[config.mk]
export PLATFORM = sky130hd
export DESIGN_NAME = posit_pack_encoder_flat
export DESIGN_NICKNAME = d
export VERILOG_FILES = /design/src/rtl/posit_pack_encoder_if.sv /design/src/rtl/posit_pack_encoder.sv /design/src/flat_wrapper.sv
export SDC_FILE = /design/constraint.sdc
export NUM_CORES = 1
export LEC_CHECK = 0
export ABC_CLOCK_PERIOD_IN_PS = 2000
export BUFFER_PORTS_ARGS = -buffer_cell sky130_fd_sc_hd__clkbuf_2
export CORE_MARGIN = 3
export CORE_UTILIZATION = 50
export CTS_CLUSTER_DIAMETER = 100
export DETAILED_ROUTE_END_ITERATION = 6
export PLACE_DENSITY = 0.79
export SYNTH_ARGS = -nofsm -noshare
export SYNTH_HDL_FRONTEND = slang
export SYNTH_SLANG_ARGS = --single-unit
export TNS_END_PERCENT = 5
[constraint.sdc]
create_clock -name clk -period 2 [get_ports clk]
set_clock_uncertainty 0.15 [all_clocks]
set_input_delay 0.4 -clock clk [delete_from_list [all_inputs] [get_ports clk]]
set_output_delay 0.4 -clock clk [all_outputs]
set_load 0.005 [all_outputs]
[src/rtl/posit_pack_encoder_if.sv]
// posit_pack_encoder_if: valid/ready operand and result bus for the posit pack encoder
interface posit_pack_encoder_if #(
    parameter int N  = 8,
    parameter int ES = 3,
    parameter int RS = $clog2(N)
);
    logic          in_valid;
    logic          in_ready;
    logic          Sign;
    logic [RS:0]   Regime;
    logic [ES-1:0] Exponent;
    logic [N-1:0]  Fraction;
    logic          IsZero;
    logic          IsNaR;
    logic          out_valid;
    logic          out_ready;
    logic [N-1:0]  Out;
    modport master (
        output in_valid, Sign, Regime, Exponent, Fraction, IsZero, IsNaR, out_ready,
        input  in_ready, out_valid, Out
    );
    modport slave (
        input  in_valid, Sign, Regime, Exponent, Fraction, IsZero, IsNaR, out_ready,
        output in_ready, out_valid, Out
    );
endinterface

[src/rtl/posit_pack_encoder.sv]
// posit_pack_encoder: two-stage valid/ready posit packer (regime build, then truncate/round, saturate, negate); ROUND_NEAREST_EVEN_EN enables round-to-nearest-even
module posit_pack_encoder #(
    parameter int N  = 8,
    parameter int ES = 3,
    parameter int RS = $clog2(N)
) (
    input logic               clk,
    input logic               rst_n,
    posit_pack_encoder_if.slave io
);
    localparam int BW  = 2 * N;
    localparam int M   = N - 1;
    localparam int PAD = BW - 2 - ES - N;
`ifdef ROUND_NEAREST_EVEN_EN
    localparam int KW  = BW;
`else
    localparam int KW  = M;
`endif
    localparam logic signed [RS:0] SAT_HI = (RS + 1)'(N - 2);
    localparam logic signed [RS:0] SAT_LO = (RS + 1)'(2 - N);

    logic          s1_valid_q, s1_valid_d;
    logic [KW-1:0] s1_body_q, s1_body_d;
    logic          s1_sign_q, s1_sign_d;
    logic          s1_zero_q, s1_zero_d;
    logic          s1_nar_q, s1_nar_d;
    logic          s1_sat_hi_q, s1_sat_hi_d;
    logic          s1_sat_lo_q, s1_sat_lo_d;
    logic          s2_valid_q, s2_valid_d;
    logic [N-1:0]  out_q, out_d;

    logic          s1_adv, in_rdy, in_fire;
    logic          fill;
    logic [RS:0]   shamt;
    logic [BW-1:0] seed_full;
    logic [KW-1:0] seed, body;
    logic          sat_hi, sat_lo;
    logic [M-1:0]  mag, mag_fin;
    logic [N-1:0]  pos_word, result;
`ifdef ROUND_NEAREST_EVEN_EN
    logic          guard, sticky, carry;
    logic [M-1:0]  mag_rnd;
`endif

    // Stage 1: the run is built by sign-filling an arithmetic right shift of {fill, ~fill, exp, frac}
    always_comb begin
        fill      = !io.Regime[RS];
        shamt     = io.Regime[RS] ? ~io.Regime : io.Regime;
        seed_full = {fill, ~fill, io.Exponent, io.Fraction, {PAD{1'b0}}};
        seed      = KW'(seed_full >> (BW - KW));
        body      = $unsigned($signed(seed) >>> shamt);
        sat_hi    = $signed(io.Regime) >= SAT_HI;
        sat_lo    = $signed(io.Regime) <= SAT_LO;
    end

    // Stage 2: keep the top N-1 body bits, optionally round, clamp, then apply sign and specials
    always_comb begin
        mag = s1_body_q[KW-1 -: M];
`ifdef ROUND_NEAREST_EVEN_EN
        guard            = s1_body_q[KW-1-M];
        sticky           = |s1_body_q[KW-2-M:0];
        {carry, mag_rnd} = {1'b0, mag} + {{M{1'b0}}, guard && (sticky || mag[0])};
        mag              = carry ? {M{1'b1}} : mag_rnd;
`endif
        mag_fin  = s1_sat_hi_q ? {M{1'b1}} : s1_sat_lo_q ? {{(M-1){1'b0}}, 1'b1} : mag;
        pos_word = {1'b0, mag_fin};
        result   = s1_nar_q ? {1'b1, {M{1'b0}}} : s1_zero_q ? '0 :
                   s1_sign_q ? -pos_word : pos_word;
    end

    // Handshake and next-state: each stage loads only when the stage after it can move
    always_comb begin
        s1_adv      = !s2_valid_q || io.out_ready;
        in_rdy      = !s1_valid_q || s1_adv;
        in_fire     = io.in_valid && in_rdy;
        s1_valid_d  = in_rdy ? io.in_valid : s1_valid_q;
        s1_body_d   = in_fire ? body : s1_body_q;
        s1_sign_d   = in_fire ? io.Sign : s1_sign_q;
        s1_zero_d   = in_fire ? io.IsZero : s1_zero_q;
        s1_nar_d    = in_fire ? io.IsNaR : s1_nar_q;
        s1_sat_hi_d = in_fire ? sat_hi : s1_sat_hi_q;
        s1_sat_lo_d = in_fire ? sat_lo : s1_sat_lo_q;
        s2_valid_d  = s1_adv ? s1_valid_q : s2_valid_q;
        out_d       = (s1_adv && s1_valid_q) ? result : out_q;
    end

    // Pipeline registers; reset empties both stages and clears Out
    always_ff @(posedge clk or negedge rst_n) begin
        if (!rst_n) begin
            s1_valid_q  <= 1'b0;
            s1_body_q   <= '0;
            s1_sign_q   <= 1'b0;
            s1_zero_q   <= 1'b0;
            s1_nar_q    <= 1'b0;
            s1_sat_hi_q <= 1'b0;
            s1_sat_lo_q <= 1'b0;
            s2_valid_q  <= 1'b0;
            out_q       <= '0;
        end else begin
            s1_valid_q  <= s1_valid_d;
            s1_body_q   <= s1_body_d;
            s1_sign_q   <= s1_sign_d;
            s1_zero_q   <= s1_zero_d;
            s1_nar_q    <= s1_nar_d;
            s1_sat_hi_q <= s1_sat_hi_d;
            s1_sat_lo_q <= s1_sat_lo_d;
            s2_valid_q  <= s2_valid_d;
            out_q       <= out_d;
        end
    end

    assign io.in_ready  = in_rdy;
    assign io.out_valid = s2_valid_q;
    assign io.Out       = out_q;
endmodule

[src/flat_wrapper.sv]
// flat-port wrapper written by rule: the top's interface ports become plain ports
module posit_pack_encoder_flat 
#(
    parameter int N  = 8,
    parameter int ES = 3,
    parameter int RS = $clog2(N)
)
  (clk, rst_n, io_in_valid, io_Sign, io_Regime, io_Exponent, io_Fraction, io_IsZero, io_IsNaR, io_out_ready, io_in_ready, io_out_valid, io_Out);
  posit_pack_encoder_if #(.N(N), .ES(ES), .RS(RS)) io_i ();
  input logic clk;
  input logic rst_n;
  input wire logic [$bits(io_i.in_valid)-1:0] io_in_valid;
  input wire logic [$bits(io_i.Sign)-1:0] io_Sign;
  input wire logic [$bits(io_i.Regime)-1:0] io_Regime;
  input wire logic [$bits(io_i.Exponent)-1:0] io_Exponent;
  input wire logic [$bits(io_i.Fraction)-1:0] io_Fraction;
  input wire logic [$bits(io_i.IsZero)-1:0] io_IsZero;
  input wire logic [$bits(io_i.IsNaR)-1:0] io_IsNaR;
  input wire logic [$bits(io_i.out_ready)-1:0] io_out_ready;
  output wire logic [$bits(io_i.in_ready)-1:0] io_in_ready;
  output wire logic [$bits(io_i.out_valid)-1:0] io_out_valid;
  output wire logic [$bits(io_i.Out)-1:0] io_Out;
  assign io_i.in_valid = io_in_valid;
  assign io_i.Sign = io_Sign;
  assign io_i.Regime = io_Regime;
  assign io_i.Exponent = io_Exponent;
  assign io_i.Fraction = io_Fraction;
  assign io_i.IsZero = io_IsZero;
  assign io_i.IsNaR = io_IsNaR;
  assign io_i.out_ready = io_out_ready;
  assign io_in_ready = io_i.in_ready;
  assign io_out_valid = io_i.out_valid;
  assign io_Out = io_i.Out;
  posit_pack_encoder #(.N(N), .ES(ES), .RS(RS)) u_core (.clk(clk), .rst_n(rst_n), .io(io_i));
endmodule
; After elaboration in Yosys (flattened, before gate mapping)
; Cells that the tools add are included.
[op_classes]
order_cmp = 2
n_reduce_logical = 7
shifts = 1
n_addsub = 1
bitwise_logic = 1
n_mux = 6
[ops]
columns = cell, n
row1 = $mux 8, 3
row2 = $mux 7, 2
row3 = $neg 7->8, 1
row4 = $sshr 7x4->7, 1
row5 = $ge 4x4->1 const B, 1
row6 = $le 4x4->1 const B, 1
row7 = $mux 4, 1
row8 = $not 4->4, 1
row9 = $logic_not 1->1, 3
row10 = $logic_and 1x1->1, 2
row11 = $logic_or 1x1->1, 2
[word_totals]
in_bits = 22
out_inout_bits = 10
ff_bits = 22
elab_cells = 27

; Logic depth before layout (Yosys ltp)
[depth]
depth_word = 6
depth_mapped = 7

; Least setup slack after synthesis
; No wires, ideal clock.
[synth_path]
path_type = register -> register
start = reg u_core.s1_sat_hi_q
end = reg u_core.out_q[4] (netlist: u_core.io.Out[4])
synth_period_minus_slack_ns = 1.829
slack_ns = 0.171
path_stages_with_launch = 8
t_arrival_ns = 1.557
n_path_buf = 1
setup_time_ns = 0.122
path_cell_list = dfrtp_1 > buf_6 > or3_4 > inv_1 > ha_1 > a31oi_1 > xnor2_1 > a32o_1
[synth_between]
elab_chain_len = 5
[synth_lines]
columns = element, line
row1 = "start, declared", posit_pack_encoder.sv:27  ; logic s1_sat_hi_q, s1_sat_hi_d;
row2 = "start signal, assigned", posit_pack_encoder.sv:105  ; s1_sat_hi_q <= s1_sat_hi_d;
row3 = $mux 7 (*), posit_pack_encoder.sv:65  ; mag_fin = s1_sat_hi_q ? {M{1'b1}} : s1_sat_lo_q ? {{(M-1){1'b0}}, 1'b1} : mag;
row4 = $neg 7->8, posit_pack_encoder.sv:68  ; s1_sign_q ? -pos_word : pos_word;
row5 = $mux 8 (*), posit_pack_encoder.sv:68
row6 = $mux 8 (*) (2 in a row), posit_pack_encoder.sv:67  ; result = s1_nar_q ? {1'b1, {M{1'b0}}} : s1_zero_q ? '0 :
row7 = "end signal, assigned", posit_pack_encoder.sv:108  ; out_q <= out_d;
row8 = "end, declared", posit_pack_encoder.sv:30  ; logic [N-1:0] out_q, out_d;
; Mark *: on every way between the ends. The rest lies on a longest branch, timed or not.
; A chain may end at the register's enable or synchronous reset.

; Worst setup path in the final report
[layout_path]
start = reg u_core.s1_sat_lo_q
end = reg u_core.out_q[4] (netlist: u_core.io.Out[4])
[layout_between]
elab_chain_len = 6
[layout_lines]
columns = element, line
row1 = "start, declared", posit_pack_encoder.sv:28  ; logic s1_sat_lo_q, s1_sat_lo_d;
row2 = "start signal, assigned", posit_pack_encoder.sv:106  ; s1_sat_lo_q <= s1_sat_lo_d;
row3 = $mux 7 (*) (2 in a row), posit_pack_encoder.sv:65
row4 = $neg 7->8, posit_pack_encoder.sv:68
row5 = $mux 8 (*), posit_pack_encoder.sv:68
row6 = $mux 8 (*) (2 in a row), posit_pack_encoder.sv:67
; Marked as above.

==> results.json <==
{
  "clkLatencyLatePin_ns": 0.30,
  "path_delay_family": "simple AND/OR/NAND/NOR gates",
  "synthesis.area_sq_um": 1360,
  "vias_per_cell": 5.80,
  "portBuffers": 25,
  "path_buf_inv": 1,
  "synthTopCellsByCount": "dfrtp_1 (22), nand2_1 (19), o21ai_0 (15)",
  "p_per_area_nw_per_um2": 761,
  "yosys_warnings": 0,
  "numCtsBuffers": 3,
  "clk_pin_slew_ns": 0.12,
  "start_util": 0.537,
  "synthArstFlopShare": 1.00,
  "numClockSinks": 22,
  "netlist.area_leader.share": 0.406,
  "final.setup.tns_ns": 0,
  "synth-seq-cells": 22,
  "hp-class": "in -> reg",
  "cts_tree": "done",
  "drive_above_1_share": 0.243,
  "vias": 1178,
  "syn_inst": 146,
  "post_cts_buffers": 0,
  "syn_nets": 173,
  "timing.rr.start": "u_core.s1_sat_lo_q",
  "pwr-share-seq": 0.501,
  "max_freq_mhz": 535,
  "cts_resized": 0,
  "yosysSeqAreaShare": 0.406,
  "p_int_w": 0.000788,
  "grt_pass1_vias": 1160,
  "rows": 18,
  "syn_area_per_cell_sq_um": 9.28,
  "cp_max_fo": 4,
  "hold_end": "u_core.s1_nar_q",
  "synthToLayoutAreaGrowth_pct": 14.4,
  "max_cap_violations": 0,
  "antenna_found_initial": 0,
  "drc": 0,
  "timing.rr.end": "u_core.io.Out[4]",
  "ant_nets": 0,
  "synth-edff-count": 0,
  "gp_congestion": 0.824,
  "finish.utilization": 0.615,
  "grt_util_all_layers": 0.183,
  "worstPathArrival_ns": 1.92,
  "initialDrtViolationCount": 33,
  "dieWidth_microns": 58.1,
  "ir_worst_vdd_uv": 567,
  "required_ns": 2.06,
  "fp.dieH_microns": 58.1,
  "ys.flop_type": "dfrtp_1",
  "clockBufferDepth": 2,
  "firstDrtPassIters": 4,
  "finalCritPeriodShare": 0.935,
  "rsz0062_at_grt": "false",
  "wl_microns": 2650,
  "drv_slew": 0,
  "wl_per_cell_microns": 13.1,
  "p_leak_nw": 0.724,
  "ff2ff_setup_slack_ns": 0.13,
  "ioPinCount": 32,
  "max_slew.worst_pin.slew_ns": 0.504,
  "clkPwrFrac": 0.161,
  "r2r_cells": 6,
  "ys_types": 41,
  "fin_crit_ns": 1.87,
  "synth_area_leaders": "dfrtp_1 (41%), o21ai_0 (5.5%), nand2_1 (5.3%)",
  "dieArea_sq_um": 3370,
  "num-nets-final": 202,
  "finalHoldViolations": 0,
  "grt_max_degree": 23,
  "hold_depth": 3,
  "critical_path.max_stage_delay_ns": 0.43,
  "holdCritStartpoint": "io_IsNaR",
  "path_class": "reg -> reg",
  "p_sw_frac": 0.332,
  "maxSlewHeadroom": 0.664,
  "crit_path_end_kind": "flop",
  "crit_chain": "or3_4 > inv_1 > ha_1 > a31oi_1 > xnor2_1 > a32o_1",
  "antenna_cells": 0,
  "hold_ws_ns": 0.126,
  "grt_overflow": 0,
  "synthMostInstantiatedCell": "dfrtp_1",
  "dp_hpwl_microns": 2120,
  "p_comb_frac": 0.338,
  "cts_root_buf": "clkbuf_4",
  "htreeDepth": 1,
  "p_switching_w": 0.000392,
  "status": "complete, no violations",
  "finalSetupViolCount": 0,
  "synth_top_area_cell": "dfrtp_1",
  "crit_path_start_kind": "flop",
  "coreArea_sq_um": 2520,
  "grt_pass1_wl_microns": 4850,
  "crit_slowest_cell": "or3_4"
}
==> final cells by class <==
class,instances,area [sq um]
timing repair buffer,31,173
sequential,22,551
tap,30,37.5
fill,225,972
inverter,9,33.8
multi-input combinational,108,733
clock buffer,3,22.5
==> layout by cell type (no fill, tap or decap), types with 5 or more instances in the layout <==
cell type	instances
nand2_1	19
xnor2_1	5
nor2_1	5
dfrtp_1	22
ha_1	5
clkbuf_2	25
buf_4	5
nand2b_1	5
o21ai_0	15
inv_1	9
a21oi_1	14
==> power groups by stage <==
| stage | Clock [W] | Combinational [W] | Sequential, W |
|---|---|---|---|
| 2_1_floorplan | 0 | 0.000270 | 0.000591 |
| 3_3_place_gp | 0 | 0.000387 | 0.000595 |
| 3_5_place_dp | 0 | 0.000401 | 0.000599 |
| 4_1_cts | 0.000190 | 0.000404 | 0.000591 |
| 5_1_grt | 0.000208 | 0.000459 | 0.000604 |
| 6_report | 0.000190 | 0.000399 | 0.000591 |
==> worst max-delay path by stage <==
stage | startpoint | end | cells after the start
after detailed placement | io_Regime[0] | u_core.mag[1] | 6
after global placement | io_Regime[0] | u_core.mag[1] | 6
after global routing | u_core.s1_sat_lo_q | u_core.io.Out[4] | 6
after floorplan | u_core.s1_sat_hi_q | u_core.io.Out[4] | 7
final | u_core.s1_sat_lo_q | u_core.io.Out[4] | 6
after CTS | u_core.s1_sat_lo_q | u_core.io.Out[4] | 6
==> kinds of logic (layout without fill, tap and decap cells) <==
logic type,after synthesis,after routing,share of synthesized area
simple gates,40,40,0.147
buf+inv,16,43,0.0526
xor+xnor,6,6,0.0388
flops,22,22,0.406
mux,5,5,0.0563
fa+ha+maj,5,5,0.0462
compound gates,52,52,0.253
==> state kept, by name, summed over array words and instances (netlist names) <==
signal,cells
u_core.mag,7
u_core.io.out_valid,1
u_core.s1_sat_hi_q,1
u_core.s1_sign_q,1
u_core.s1_sat_lo_q,1
u_core.s1_zero_q,1
u_core.io.Out,8
u_core.s1_nar_q,1
u_core.s1_valid_q,1
==> worst min-delay path: stages <==
cell and delay (ns):
clkbuf_2 0.07, nand2_1 0.04, nand2_1 0.04
==> metrics by stage <==
stage	instance area, sq um	instances	power, W	setup WS [ns]
2_1_floorplan	1360	146	0.000861	0.171
3_3_place_gp	1520	199	0.000982	0.0903
3_5_place_dp	1520	199	0.00100	0.0624
4_1_cts	1550	203	0.00119	0.118
5_1_grt	1550	203	0.00127	0.0132
6_report	1550	203	0.00118	0.131
==> metal layers <==
metal / routed length, microns / global-route usage
met3: 117 / 0.0178
met1: 1050 / 0.199
met5: 0 / 0
met4: 75 / 0.0993
met2: 1410 / 0.345
==> repair_timing <==
action	4_1_cts	5_1_grt
endpoints found under the setup margin	0	0
hold buffers	1	0
endpoints found under the hold margin	22	0
Note: power is estimated with default switching activity, not from simulation.
